[config.mk]
export PLATFORM = sky130hd
export DESIGN_NAME = fb_ddram_arbiter
export DESIGN_NICKNAME = d
export VERILOG_FILES = /design/src/rtl/fb_ddram_arbiter.sv
export SDC_FILE = /design/constraint.sdc
export NUM_CORES = 2
export LEC_CHECK = 0
export ABC_AREA = 0
export CORE_MARGIN = 5
export CORE_UTILIZATION = 58
export DETAILED_ROUTE_END_ITERATION = 7
export PLACE_DENSITY_LB_ADDON = 0.25
export SLEW_MARGIN = 20
export SYNTH_ARGS = -nofsm -noshare
export SYNTH_HDL_FRONTEND = slang
export SYNTH_SLANG_ARGS = --single-unit
export TNS_END_PERCENT = 30
[constraint.sdc]
create_clock -name CLK_VIDEO -period 33.8 [get_ports CLK_VIDEO]
set_input_delay 6.76 -clock CLK_VIDEO [delete_from_list [all_inputs] [get_ports CLK_VIDEO]]
set_output_delay 6.76 -clock CLK_VIDEO [all_outputs]
set_load 0.005 [all_outputs]
[src/rtl/fb_ddram_arbiter.sv]
// Arbitrates the CLK_VIDEO DDRAM master port between a posted rotator write
// stream, buffered in a FIFO, and a single outstanding burst-read client.
module fb_ddram_arbiter #(
    parameter int unsigned FIFO_DEPTH = 16
) (
    input  logic        CLK_VIDEO,
    input  logic        reset_n,

    input  logic        wr_req,
    input  logic [28:0] wr_addr,
    input  logic [63:0] wr_din,
    input  logic [7:0]  wr_be,
    output logic        wr_ovf,

    input  logic        rd_req,
    input  logic [28:0] rd_addr,
    input  logic [7:0]  rd_burstcnt,
    output logic        rd_busy,
    output logic [63:0] rd_dout,
    output logic        rd_dout_ready,

    input  logic        DDRAM_BUSY,
    output logic [7:0]  DDRAM_BURSTCNT,
    output logic [28:0] DDRAM_ADDR,
    output logic [63:0] DDRAM_DIN,
    output logic [7:0]  DDRAM_BE,
    output logic        DDRAM_WE,
    output logic        DDRAM_RD,
    input  logic [63:0] DDRAM_DOUT,
    input  logic        DDRAM_DOUT_READY
);
    localparam int unsigned AW = $clog2(FIFO_DEPTH);
    localparam logic [AW-1:0] PTR_ONE  = {{(AW-1){1'b0}}, 1'b1};
    localparam logic [AW:0]   CNT_ONE  = {{AW{1'b0}}, 1'b1};
    localparam logic [AW:0]   CNT_TWO  = {{(AW-1){1'b0}}, 2'b10};
    localparam logic [AW:0]   CNT_HALF = {2'b01, {(AW-1){1'b0}}};
    localparam logic [AW:0]   CNT_FULL = {1'b1, {AW{1'b0}}};

    typedef enum logic [1:0] {IDLE, WRITE, RD_ISSUE, RD_WAIT} state_t;
    state_t state;

    logic [28:0] fifo_addr [FIFO_DEPTH];
    logic [63:0] fifo_din  [FIFO_DEPTH];
    logic [7:0]  fifo_be   [FIFO_DEPTH];
    logic [AW-1:0] wptr, rptr, head_nxt;
    logic [AW:0]   count, count_next;

    logic        wr_accept, full, push, urgent, rd_first;
    logic        rd_pend;
    logic [28:0] rd_addr_q;
    logic [7:0]  rd_len, beats_left;

    // Urgency is judged on the occupancy that will exist after this edge,
    // so the write that takes the FIFO below half-full hands over to a read.
    always_comb begin
        wr_accept  = DDRAM_WE && !DDRAM_BUSY;
        full       = (count == CNT_FULL);
        push       = wr_req && (!full || wr_accept);
        count_next = count;
        if (push && !wr_accept)
            count_next = count + CNT_ONE;
        else if (!push && wr_accept)
            count_next = count - CNT_ONE;
        urgent   = (count_next >= CNT_HALF);
        rd_first = rd_pend && !urgent;
        head_nxt = rptr + PTR_ONE;
    end

    always_ff @(posedge CLK_VIDEO) begin
        if (push) begin
            fifo_addr[wptr] <= wr_addr;
            fifo_din[wptr]  <= wr_din;
            fifo_be[wptr]   <= wr_be;
        end
    end

    always_ff @(posedge CLK_VIDEO or negedge reset_n) begin
        if (!reset_n) begin
            wptr   <= '0;
            rptr   <= '0;
            count  <= '0;
            wr_ovf <= 1'b0;
        end else begin
            if (push)
                wptr <= wptr + PTR_ONE;
            if (wr_accept)
                rptr <= head_nxt;
            count <= count_next;
            if (wr_req && !push)
                wr_ovf <= 1'b1;
        end
    end

    always_ff @(posedge CLK_VIDEO or negedge reset_n) begin
        if (!reset_n) begin
            state          <= IDLE;
            DDRAM_WE       <= 1'b0;
            DDRAM_RD       <= 1'b0;
            DDRAM_ADDR     <= '0;
            DDRAM_DIN      <= '0;
            DDRAM_BE       <= '0;
            DDRAM_BURSTCNT <= 8'd1;
            rd_busy        <= 1'b0;
            rd_pend        <= 1'b0;
            rd_addr_q      <= '0;
            rd_len         <= 8'd1;
            beats_left     <= '0;
            rd_dout        <= '0;
            rd_dout_ready  <= 1'b0;
        end else begin
            rd_dout_ready <= 1'b0;
            if (state == RD_WAIT && DDRAM_DOUT_READY) begin
                rd_dout       <= DDRAM_DOUT;
                rd_dout_ready <= 1'b1;
            end

            if (rd_req && !rd_busy) begin
                rd_busy   <= 1'b1;
                rd_pend   <= 1'b1;
                rd_addr_q <= rd_addr;
                rd_len    <= (rd_burstcnt == '0) ? 8'd1 : rd_burstcnt;
            end

            case (state)
                IDLE: begin
                    if (rd_pend && (!urgent || count == '0)) begin
                        state          <= RD_ISSUE;
                        DDRAM_RD       <= 1'b1;
                        DDRAM_ADDR     <= rd_addr_q;
                        DDRAM_BURSTCNT <= rd_len;
                    end else if (count != '0) begin
                        state          <= WRITE;
                        DDRAM_WE       <= 1'b1;
                        DDRAM_ADDR     <= fifo_addr[rptr];
                        DDRAM_DIN      <= fifo_din[rptr];
                        DDRAM_BE       <= fifo_be[rptr];
                        DDRAM_BURSTCNT <= 8'd1;
                    end
                end
                WRITE: begin
                    if (!DDRAM_BUSY) begin
                        if (count >= CNT_TWO && !rd_first) begin
                            DDRAM_ADDR <= fifo_addr[head_nxt];
                            DDRAM_DIN  <= fifo_din[head_nxt];
                            DDRAM_BE   <= fifo_be[head_nxt];
                        end else begin
                            DDRAM_WE <= 1'b0;
                            state    <= IDLE;
                        end
                    end
                end
                RD_ISSUE: begin
                    if (!DDRAM_BUSY) begin
                        DDRAM_RD   <= 1'b0;
                        rd_pend    <= 1'b0;
                        beats_left <= DDRAM_BURSTCNT;
                        state      <= RD_WAIT;
                    end
                end
                RD_WAIT: begin
                    if (DDRAM_DOUT_READY) begin
                        beats_left <= beats_left - 8'd1;
                        if (beats_left == 8'd1) begin
                            rd_busy <= 1'b0;
                            state   <= IDLE;
                        end
                    end
                end
                default: state <= IDLE;
            endcase
        end
    end
endmodule
==> out/results.ini <==
[drt]
num_vias = 43200
viasPerCell = 6.91
wl_per_cell_um = 32.2
dr.pass1.iters = 5
drt_iter0_drc = 4914
drc_errors = 0
postRouteAntennaNets = 0
routed_wl_um = 201000

[sta]
fin_setup_tns_ps = 0
finalSetupViolations = 0
rsz0062_at_grt = false
tightest_slew_ps = 1150
skew_ps = 26.7
slew-limit-headroom = 0.233
period_minus_slack_ps = 10490
finalCritPeriodShare = 0.310
max_freq_mhz = 95.3
hold_viol_final = 0
setup_slack_ps = 23310
fin_hold_ws_ps = 479
slew_viol_final = 0

[finish]
drive_above_1_share = 0.365
postLayoutCoreUtil = 0.667
multi_input_area_sq_um = 27500
fillerInstances = 8971
layout.cells.non_filler = 6253
nets = 4394
ff_latch_area_sq_um = 54500
post-route-cell-area_sq_um = 95400
synthToLayoutAreaGrowth_pct = 14.8

[die]
die_area_sq_um = 151000
coreArea_sq_um = 143000
start_util = 0.581
die_width_um = 389
core.rowCount = 139
die_h_um = 389
io_pins = 386

[critical_path]
worstSetupStartpoint = DDRAM_BUSY
worstPathArrival_ps = 10930
crit_required_ps = 34230
r2r_end = DDRAM_DIN[9]
cp_cell_sequence = clkdlybuf4s50_1 > nand2b_1 > a21boi_1 > nand3_1 > nor2_4 > buf_4 > buf_4
cp_common_cell = buf_4
timing.rr.start = rptr[1]
cp-end-kind = flop
critical_path_class = input pin to flop
critPathLaunchType = input pin
path_max_fanout = 51
endpoint = fifo_addr[15][8]
r2r_cells = 8
slowest_stage = buf_4
cp_slowest_stage_delay_ps = 890
rrSetupSlack_ps = 27790

[clock_network]
clk_pin_slew_ps = 60
htreeDepth = 4
cts-resized-gates = 0
cts_tree = yes
clockBufferDepth = 3
hold_buffers = 0
insertion_delay_ps = 820
cts_setup_buffers = 0
cts_buffers = 186
clock_sinks = 1855
clockRootBuffer = clkbuf_16

[grt]
grt_max_degree = 151
grt_pass1_wl_um = 301000
overflow = 0
antenna_found_initial = 29
grtUsageTotal = 0.268
grt_pass1_vias = 44500

[logic_synthesis]
synth_most_common_cell = edfxtp_1
syn-cell-area_sq_um = 83100
synthTopCellsByArea = edfxtp_1, mux4_2, dfrtp_1
seq_area_frac_synth = 0.656
ys_seq_elements = 1855
synth_top_area_frac = 0.584
ys_types = 51
synth_nets = 4028
yosys_warnings = 0
synth_edf_count = 1616
syn_inst = 3809
async_reset_ff_frac = 0.129
ys_top_cells_by_count = edfxtp_1, mux4_2, dfrtp_1, mux2_2, clkbuf_1
synth_top_area_cell = edfxtp_1
synth_ff_type = edfxtp_1
syn_avg_cell_area_sq_um = 21.8

[placement]
place_area_sq_um = 89000
detailed_place_hpwl_um = 114000
gp_congestion = 0.773
dp_slack_ps = 22540
place_inst = 5887
portBuffers = 385

[worst_hold_path]
min_path_type = flop to flop

[job]
maxCapViolations = 0

[power_and_ir_drop]
powerDensity_nw_per_um2 = 94.3
fin_total_pwr_mw = 9.00
ir_drop_uv = 140
p_leak_nw = 30.7

[outcome]
outcome = finished, final reports clean

## flip-flops by register name, indices dropped and copies added, names as in the netlist
signal and cells:
fifo_din 1024, DDRAM_RD 1, rd_dout 64, rd_len 8
wptr 4, rptr 4, fifo_be 128, rd_busy 1
DDRAM_ADDR 29, fifo_addr 464, rd_pend 1, state 2
DDRAM_DIN 64, rd_dout_ready 1, DDRAM_WE 1, DDRAM_BE 8
count 5, DDRAM_BURSTCNT 8, beats_left 8, wr_ovf 1
rd_addr_q 29
## per-layer routing
metal | vias up | GRT usage | part of all wire
li1 | 17400 | - | -
met1 | 23300 | 0.390 | 0.39
met2 | 2242 | 0.427 | 0.49
met3 | 264 | 0.0580 | 0.097
met4 | 12 | 0.0634 | 0.020
met5 | - | 0 | 0.00042
## worst min-delay path by stage
stage / startpoint / endpoint / cells after the start
3_3_place_gp: wr_ovf / wr_ovf / 1
5_1_grt: DDRAM_DIN[42] / DDRAM_DIN[42] / 2
4_1_cts: DDRAM_DIN[42] / DDRAM_DIN[42] / 2
3_5_place_dp: DDRAM_DIN[42] / DDRAM_DIN[42] / 2
6_report: DDRAM_BE[5] / DDRAM_BE[5] / 2
2_1_floorplan: wr_ovf / wr_ovf / 1
## worst max-delay path: cells and delay by family
family                 cells  cell delay, ps
AOI/OAI and AO/OA          1             650
buffers and inverters      3            2330
and+or+nand+nor            3            1060
## logic make-up after synthesis
logic type | share of synthesized area
XOR/XNOR | 0.00105
buffers and inverters | 0.0151
AO/OA/AOI/OAI | 0.0160
multiplexers | 0.300
adder cells (fa/ha/maj) | 0.00166
AND/OR/NAND/NOR | 0.0108
flip-flops | 0.656
## where the power goes
group / leakage (nW) / internal (mW) / switching, mW / total, mW
Combinational: 10.2 / 2.00 / 1.83 / 3.83
Clock: 3.09 / 1.22 / 0.867 / 2.09
Sequential: 17.5 / 2.85 / 0.229 / 3.08
## cell type report
type	instances	area share
flip-flops and latches	1855	0.572
inverters	12	0.000472
clock buffers	259	0.0559
repair buffers	469	0.0483
well taps	1903	0.0250
multi-input cells	1651	0.288
clock inverters	89	0.0100
diodes	15	0.000393
## cell usage in the layout, fill, tap and decap left out, types with 4 or more instances in the layout
| master | count |
|---|---|
| inv_1 | 12 |
| buf_12 | 5 |
| clkinv_2 | 39 |
| nor2_4 | 5 |
| nand2_1 | 118 |
| nor4_2 | 4 |
| inv_6 | 4 |
| clkinvlp_4 | 5 |
| clkinv_1 | 16 |
| nor3_1 | 11 |
| diode_2 | 15 |
| clkbuf_8 | 22 |
| o21ai_0 | 93 |
| and2_1 | 4 |
| bufinv_16 | 15 |
| a22oi_1 | 4 |
| nor2_1 | 23 |
| o2111ai_1 | 29 |
| dfrtp_1 | 233 |
| mux2_2 | 158 |
| clkdlybuf4s50_1 | 384 |
| a21oi_1 | 11 |
| and2_4 | 8 |
| dfrtp_4 | 4 |
| mux4_2 | 981 |
| edfxtp_1 | 1616 |
| a22o_1 | 7 |
| clkbuf_16 | 194 |
| mux2i_1 | 102 |
| ha_1 | 10 |
| clkbuf_1 | 40 |
| nand3_1 | 4 |
| o221a_2 | 29 |
| clkinv_8 | 5 |
| buf_4 | 76 |
| xnor2_1 | 8 |
No activity file was read; power rests on OpenSTA's default activity.
